--- src/rtl/fir_deconv_if.sv ---
// Handshake bundle between the loopback source and the FIR deconvolver.
// The master drives the filtered sample; the slave returns the recovered sample and status.
interface fir_deconv_if #(
    parameter int IN_W  = 16,
    parameter int OUT_W = 4
);
    logic signed [IN_W-1:0]  In;
    logic                    in_valid;
    logic                    in_ready;
    logic signed [OUT_W-1:0] Out;
    logic                    out_valid;
    logic                    sat_err;

    modport master (
        output In, in_valid,
        input  in_ready, Out, out_valid, sat_err
    );

    modport slave (
        input  In, in_valid,
        output in_ready, Out, out_valid, sat_err
    );
endinterface

--- src/rtl/fir_deconv.sv ---
// Inverse of the lab FIR: recovers x[n] = y[n] - sum h[k]*x[n-k] with a serial
// shift-and-add MAC, one tap per cycle, nine cycles per sample.
module fir_deconv #(
    parameter int IN_W  = 16,
    parameter int OUT_W = 4,
    parameter int ACC_W = 20
) (
    input  logic        clk,
    input  logic        rst,
    fir_deconv_if.slave bus
);
    typedef enum logic [1:0] {IDLE, ACC, OUT} state_t;

    localparam logic signed [ACC_W-1:0] SAT_MAX = ACC_W'((1 << (OUT_W - 1)) - 1);
    localparam logic signed [ACC_W-1:0] SAT_MIN = ~SAT_MAX;

    state_t                  state_q, state_d;
    logic signed [ACC_W-1:0] acc_q, acc_d;
    logic [2:0]              tapIdx_q, tapIdx_d;
    logic signed [OUT_W-1:0] hist_q [7];
    logic signed [OUT_W-1:0] hist_d [7];
    logic signed [OUT_W-1:0] out_q, out_d;
    logic                    outValid_q, outValid_d;
    logic                    satErr_q, satErr_d;

    logic signed [ACC_W-1:0] tapTerm;
    logic signed [OUT_W-1:0] satValue;
    logic                    overRange;

    function automatic logic signed [ACC_W-1:0] sextHist(input logic signed [OUT_W-1:0] v);
        return {{(ACC_W - OUT_W){v[OUT_W-1]}}, v};
    endfunction

    // Coefficients are +/- powers of two, so each tap is a shift with the sign folded into add/sub.
    always_comb begin
        tapTerm = '0;
        case (tapIdx_q)
            3'd1:    tapTerm = -(sextHist(hist_q[0]) <<< 2);
            3'd2:    tapTerm = -(sextHist(hist_q[1]) <<< 4);
            3'd3:    tapTerm = -(sextHist(hist_q[2]) <<< 6);
            3'd4:    tapTerm =   sextHist(hist_q[3]) <<< 6;
            3'd5:    tapTerm =   sextHist(hist_q[4]) <<< 4;
            3'd6:    tapTerm =   sextHist(hist_q[5]) <<< 2;
            3'd7:    tapTerm =   sextHist(hist_q[6]);
            default: tapTerm = '0;
        endcase
    end

    always_comb begin
        overRange = (acc_q > SAT_MAX) || (acc_q < SAT_MIN);
        if (acc_q > SAT_MAX) begin
            satValue = SAT_MAX[OUT_W-1:0];
        end else if (acc_q < SAT_MIN) begin
            satValue = SAT_MIN[OUT_W-1:0];
        end else begin
            satValue = acc_q[OUT_W-1:0];
        end
    end

    always_comb begin
        state_d    = state_q;
        acc_d      = acc_q;
        tapIdx_d   = tapIdx_q;
        out_d      = out_q;
        outValid_d = 1'b0;
        satErr_d   = satErr_q;
        for (int i = 0; i < 7; i++) begin
            hist_d[i] = hist_q[i];
        end
        case (state_q)
            IDLE: begin
                if (bus.in_valid) begin
                    acc_d    = {{(ACC_W - IN_W){bus.In[IN_W-1]}}, bus.In};
                    tapIdx_d = 3'd1;
                    state_d  = ACC;
                end
            end
            ACC: begin
                acc_d = acc_q + tapTerm;
                if (tapIdx_q == 3'd7) begin
                    state_d = OUT;
                end else begin
                    tapIdx_d = tapIdx_q + 3'd1;
                end
            end
            OUT: begin
                // History keeps the clamped value so later taps see what was actually emitted.
                out_d      = satValue;
                outValid_d = 1'b1;
                satErr_d   = satErr_q | overRange;
                hist_d[0]  = satValue;
                for (int i = 1; i < 7; i++) begin
                    hist_d[i] = hist_q[i-1];
                end
                state_d = IDLE;
            end
            default: state_d = IDLE;
        endcase
    end

    always_ff @(posedge clk) begin
        if (rst) begin
            state_q    <= IDLE;
            acc_q      <= '0;
            tapIdx_q   <= '0;
            out_q      <= '0;
            outValid_q <= 1'b0;
            satErr_q   <= 1'b0;
            for (int i = 0; i < 7; i++) begin
                hist_q[i] <= '0;
            end
        end else begin
            state_q    <= state_d;
            acc_q      <= acc_d;
            tapIdx_q   <= tapIdx_d;
            out_q      <= out_d;
            outValid_q <= outValid_d;
            satErr_q   <= satErr_d;
            for (int i = 0; i < 7; i++) begin
                hist_q[i] <= hist_d[i];
            end
        end
    end

    assign bus.in_ready  = (state_q == IDLE);
    assign bus.Out       = out_q;
    assign bus.out_valid = outValid_q;
    assign bus.sat_err   = satErr_q;
endmodule

--- src/flat_wrapper.sv ---
// flat-port wrapper written by rule: the top's interface ports become plain ports
module fir_deconv_flat 
#(
    parameter int IN_W  = 16,
    parameter int OUT_W = 4,
    parameter int ACC_W = 20
)
  (clk, rst, bus_In, bus_in_valid, bus_in_ready, bus_Out, bus_out_valid, bus_sat_err);
  fir_deconv_if #(.IN_W(IN_W), .OUT_W(OUT_W)) bus_i ();
  input  logic clk;
  input  logic rst;
  input wire logic [$bits(bus_i.In)-1:0] bus_In;
  input wire logic [$bits(bus_i.in_valid)-1:0] bus_in_valid;
  output wire logic [$bits(bus_i.in_ready)-1:0] bus_in_ready;
  output wire logic [$bits(bus_i.Out)-1:0] bus_Out;
  output wire logic [$bits(bus_i.out_valid)-1:0] bus_out_valid;
  output wire logic [$bits(bus_i.sat_err)-1:0] bus_sat_err;
  assign bus_i.In = bus_In;
  assign bus_i.in_valid = bus_in_valid;
  assign bus_in_ready = bus_i.in_ready;
  assign bus_Out = bus_i.Out;
  assign bus_out_valid = bus_i.out_valid;
  assign bus_sat_err = bus_i.sat_err;
  fir_deconv #(.IN_W(IN_W), .OUT_W(OUT_W), .ACC_W(ACC_W)) u_core (.clk(clk), .rst(rst), .bus(bus_i));
endmodule
--- config.mk ---
export PLATFORM = sky130hd
export DESIGN_NAME = fir_deconv_flat
export DESIGN_NICKNAME = d
export VERILOG_FILES = /design/src/rtl/fir_deconv_if.sv /design/src/rtl/fir_deconv.sv /design/src/flat_wrapper.sv
export SDC_FILE = /design/constraint.sdc
export NUM_CORES = 1
export LEC_CHECK = 0
export BUFFER_PORTS_ARGS = -buffer_cell sky130_fd_sc_hd__clkbuf_2
export CORE_MARGIN = 2
export CORE_UTILIZATION = 45
export CTS_BUF_LIST = sky130_fd_sc_hd__clkbuf_2
export DETAILED_ROUTE_END_ITERATION = 10
export MAX_ROUTING_LAYER = met4
export PLACE_DENSITY_LB_ADDON = 0.12
export RECOVER_POWER = 25
export SYNTH_ARGS = -nofsm -noshare
export SYNTH_HDL_FRONTEND = slang
export SYNTH_SLANG_ARGS = --single-unit
--- constraint.sdc ---
create_clock -name clk -period 6.7 [get_ports clk]
set_input_delay 0.335 -clock clk [delete_from_list [all_inputs] [get_ports clk]]
set_output_delay 0.335 -clock clk [all_outputs]
set_load 0.005 [all_outputs]
After elaboration in Yosys (flattened, before gate mapping)

Memory sizes are Yosys's and may differ from the RTL's.
Cells that the tools add are included.

Register bits after elaboration: 31
Bits in latches: 0
Bits in writable memories: 28
Memory bits (read-only): 0
Input bits: 19
Output and inout port bits: 7
Word-level logic and storage cells: 63
Memories: 1

Memories:

| name          | depth | width | rd ports | clocked after Yosys merged registers in | wr ports | RTL line         | RTL |
|---|---|---|---|---|---|---|---|
| u_core.hist_q | 7     | 4     | 7        | 0                                       | 7        | fir_deconv.sv:20 | `logic signed [OUT_W-1:0] hist_q [7];` |

Add/sub/neg operators: 5
$mul: 0
Divide/modulo/power cells: 0
Order comparisons: 2
Equality and inequality tests: 12
Shift operators: 0
Mux-type cells: 23
Bitwise logic cells: 8
Reduce and logical (&&, ||, !) cells: 6

Operators by type and width:

| cell                  | count |
|---|---|
| $pmux W20 S7          | 1 |
| $pmux W20 S2          | 1 |
| $mux W4               | 9 |
| $mux W28              | 1 |
| $add A20 B20 Y20      | 1 |
| $gt A20 B4 Y1 const B | 1 |
| $lt A20 B4 Y1 const B | 1 |
| $mux W20              | 1 |
| $neg A10 Y20          | 1 |
| $neg A6 Y20           | 1 |
| $neg A8 Y20           | 1 |
| $eq A3 B3 Y1 const B  | 4 |
| $or A1 B1 Y1          | 8 |
| $eq A3 B2 Y1 const B  | 2 |
| $mux W3               | 2 |
| $pmux W3 S2           | 1 |
| $mux W1               | 4 |
| $mux W2               | 2 |
| $ne A2 B2 Y1 const B  | 2 |
| $pmux W2 S2           | 1 |
| $reduce_and A2 Y1     | 2 |
| $add A3 B1 Y3 const B | 1 |
| $eq A3 B1 Y1 const B  | 1 |
| $reduce_and A3 Y1     | 1 |
| 6 further kinds       | 6 |

Longest topological paths before layout

Depth in word-level cells: 5
Mapped depth: 16
Mapped depth without buffers: 15

Least setup slack after synthesis

No wires, ideal clock.

Path type: flip-flop to flip-flop
Start: register u_core.tapIdx_q[0]
End: register u_core.acc_q[19]
Setup time: 0.088 ns
Arrival: 3.214 ns
Required time: 6.612 ns
Setup slack: 3.398 ns
Cell stages (with the launch flop): 17
Path buffers: 2
Clock period less this slack: 3.302 ns
Cell sequence: dfxtp_1 -> ha_1 -> ha_1 -> clkbuf_1 -> a32o_1 -> a21oi_4 -> a21boi_1 -> a21boi_1 -> o21ai_1 -> ha_1 -> buf_2 -> nand2_1 -> o21ai_0 -> nor2_1 -> nor4b_2 -> o311a_1 -> o32ai_2

Longest elaborated chain between the ends: 4
Elaborated cells on any way between the ends: 10
Classes of those cells: 1 x add/sub; 7 x eq/ne; 2 x mux

RTL lines:

| item                                 | RTL line          | RTL |
|---|---|---|
| start: declaration                   | fir_deconv.sv:19  | `logic [2:0] tapIdx_q, tapIdx_d;` |
| start signal: assignment             | fir_deconv.sv:115 | `tapIdx_q <= tapIdx_d;` |
| $eq A3 B3 Y1 (tied with other cells) | fir_deconv.sv:37  | `case (tapIdx_q)` |
| $pmux W20 S7 *                       | fir_deconv.sv:37  |  |
| $add A20 B20 Y20 *                   | fir_deconv.sv:79  | `acc_d = acc_q + tapTerm;` |
| $pmux W20 S2 *                       | fir_deconv.sv:70  | `case (state_q)` |
| end signal: assignment               | fir_deconv.sv:104 | `acc_q <= '0;` |
| end signal: assignment               | fir_deconv.sv:114 | `acc_q <= acc_d;` |
| end: declaration                     | fir_deconv.sv:18  | `logic signed [ACC_W-1:0] acc_q, acc_d;` |

Every way passes the cells marked *; elsewhere a longest branch is shown, timed or not.
A chain may end at the register's enable or synchronous reset.

Worst setup path after layout

Start: register u_core.tapIdx_q[2]
End: register u_core.acc_q[19]

Same word-level chain as after synthesis.

==> summary.md <==
| Metric | Value |
|---|---|
| Top delay family on crit path | compound AO/OA/AOI/OAI gates |
| Worst setup SP type | flop |
| Width of the die | 99.8 um |
| Worst-path clk slew | 0.34 ns |
| Setup WS post-layout | 2.91 ns |
| Initial antenna violation count | 0 |
| Crit Path Max Fanout | 18 |
| Worst path bufs/invs | 0 |
| Most common cell after layout, fill and taps aside | nand2_1 |
| Synthesis-stage register bit count | 55 |
| Synth top area cells | dfxtp_1 27%, ha_1 12%, nand2_1 8.8%, a21oi_1 8.7%, nor2_1 3.9% |
| Top routing layer in use | met4 |
| Sequential Power Share | 0.585 |
| Net Sw Frac | 0.332 |
| Number of gates resized after cts | 0 |
| Nets@finish | just over 600 |
| Slew Limit Fails | 0 |
| ANT cells | 0 |
| Total power | 609 uW |
| GPL Wtd Cong | 0.899 |
| # IOs | 26 |
| Worst-path cell chain | ha_1 > a32o_1 > a21oi_4 > a21boi_1 > o221ai_1 > ha_1 > nand3_1 > o21ai_1 > nor4b_2 > o311a_1 > o32ai_2 |
| CP Data Arrival Time | 4.24 ns |
| Starting density of the core | 0.469 |
| All-Layer GR Usage | 0.245 |
| Slowest stage delay, CP | 0.57 ns |
| Via count | 3978 |
| Routed wire length on met2 | between 5 and 6 mm |
| Final min period | 3.79 ns |
| Status | complete, no violations |
| Port bufs | 25 |
| Antenna Nets Post-Route | 0 |
| Wire length of the first global-routing pass | 19.0 mm |
| Worst slew margin | 0.241 |
| Max Freq | 0.264 GHz |
| Number of global-route vias before repair | 3783 |
| Clock skew | slightly below 0.02 ns |
| Synth warnings | 0 |
| Mapped cell area | approximately 4100 um2 |
| Pre-CTS setup slack | between 2 and 3 ns |
| Die H | 99.8 um |
| Comb power frac | 0.157 |
| Count of different cell masters after synthesis | 72 |
| Area leader, netlist | dfxtp_1 |
| Clock Path Buffers | 2 |
| CTS sink count | 55 |
| Max-cap violations | 0 |
| Largest net degree at the start of global routing | 57 |
| Power density cells | 141 nW/um2 |
| Final Hold Vio Count | 0 |
| Psw | 202 uW |
| Worst VDD drop | 76.6 uV |
| Post-synthesis sequential area ratio | 0.267 |
| Mapped Cells | 552 |
| Clock share of power | 0.258 |
| Post-DP HPWL | 8.50 mm |
| Top-area cell type share of the netlist area | 0.267 |
| Hold_ws | ~0.046 ns |
| Critical path's most frequent cell | ha_1 |
| Root Driver | clkbuf_2 |
| P&R area growth vs syn | 4.67% |
| Setup TNS | 0 ns |
| Clock buffer count from CTS | 5 |
| Avg WL per Cell | 17.2 um |
| Average cell area after synthesis | 7.48 um2 |
| Pint | 407 uW |
| Slowest stage cell, crit path | dfxtp_1 |
| Met3 routed WL | 515 um |
| Asr flop ratio synth | 0 |
| DR DRC count | 0 |
| EDFF count, synth | 0 |
| Core footprint | 8810 um2 |
| CTS HTree Levels | 2 |
| Req. time, crit path | 7.15 ns |
| Total grt overflow | 0 |
| Final worst path period share | 0.566 |
| Routed WL | approximately 11 mm |
| Worst Tran Pin Value | 1.14 ns |
| Die area | 9960 um2 |
| Clk Latency, worst-skew pair | roughly 0.49 ns |
| Leakage | ~0.0017 uW |
| TritonRoute pass-1 iters | 4 |
| Layout cells sized above 1 | 0.0736 |
| Routed metal-1 wirelength | approximately 5.5 mm |
| Violation count after the first detailed-route iteration | 184 |
| CTS tree | done |
| Final setup fails | 0 |
| Post-synth top flop | dfxtp_1 |
| Most frequent cells in the layout | 97 x nand2_1, 72 x a21oi_1, 55 x dfxtp_1, 42 x nor2_1, 39 x ha_1 |
| Tightest Hold Check Type | primary input to flop |
| # rows | 34 |
| Via/cell ratio | 5.98 |
| Critical setup path kind | flop to flop |
| CP Capture Type | flop |
| RSZ-0062 raised after global routing | no |
| Syn Nets | ~610 |
## timing repair
action | 4_1_cts | 5_1_grt
hold buffers | 0 | 1
setup buffers | 0 | 0
endpoints found under the hold margin | 0 | 1
## metrics by stage
stage / area (um2) / util / std cells
floorplan: 4130 / - / 552
global placement: 4270 / 0.484 / 656
detailed placement: 4270 / 0.484 / 656
CTS: 4320 / 0.490 / 664
global route: 4320 / 0.491 / 665
finish: 4320 / 0.491 / 665
## path summary, 6_finish.rpt
kind	depth (start not counted)	slack, ns	endpoint	start
setup / recovery	11	2.91	u_core.acc_q[19]	u_core.tapIdx_q[2]
hold / removal	3	0.05	u_core.acc_q[2]	bus_In[2]
setup reg to reg	11	2.91	u_core.acc_q[19]	u_core.tapIdx_q[2]
hold reg to reg	2	0.48	u_core.hist_q[3][0]	u_core.hist_q[3][0]
## cells in the mapped netlist, drive strengths merged (6+ instances only)
master and count:
a21oi 74, dfxtp 55, nand2 97, o211ai 12, nor2 43, clkbuf 13, buf 19, a211oi 11
mux2i 7, nand4 11, ha 39, nor3 6, nand3 8, o21ai 21, nand2b 16, xnor2 6
inv 24
## registers in the layout, summed over array words and instances (netlist names)
| name | count |
|---|---|
| u_core.acc_q | 20 |
| u_core.bus.sat_err | 1 |
| u_core.bus.out_valid | 1 |
| u_core.state_q | 2 |
| u_core.bus.Out | 3 |
| u_core.tapIdx_q | 3 |
| u_core.hist_q | 25 |
## worst min-delay path, delay by kind of cell
family          cells  cell delay [ns]
compound gates      1             0.05
simple gates        1             0.07
buf+inv             1             0.07
## logic make-up after synthesis
family	after synthesis	synth area share
flops	55	0.267
buf+inv	57	0.0588
xor+xnor	10	0.0212
simple gates	212	0.239
fa+ha+maj	40	0.123
compound gates	171	0.275
mux	7	0.0170
## per-layer routing
metal	up-vias	GRT usage
li1	1994	-
met1	1879	0.337
met2	91	0.375
met3	14	0.0355
met4	0	0.0695
met5	-	-
## cell type report
| cell class | instances | area, um2 |
|---|---|---|
| Clock buffer | 5 | 25.0 |
| Clock inverter | 3 | 27.5 |
| Fill cell | 896 | 4480 |
| Inverter | 25 | 93.8 |
| Multi-Input combinational cell | 440 | 2790 |
| Sequential cell | 55 | 1100 |
| Tap cell | 108 | 135 |
| Timing Repair Buffer | 29 | 151 |
## power by group through the flow
stage | clock network [uW] | logic, uW | registers [uW]
2_1_floorplan | 0 | 73.5 | 354
3_3_place_gp | 0 | 93.1 | 361
3_5_place_dp | 0 | 94.7 | 361
4_1_cts | 163 | 95.1 | 356
5_1_grt | 176 | 107 | 359
6_report | 157 | 95.9 | 356
(Power assumes the default switching activity.)
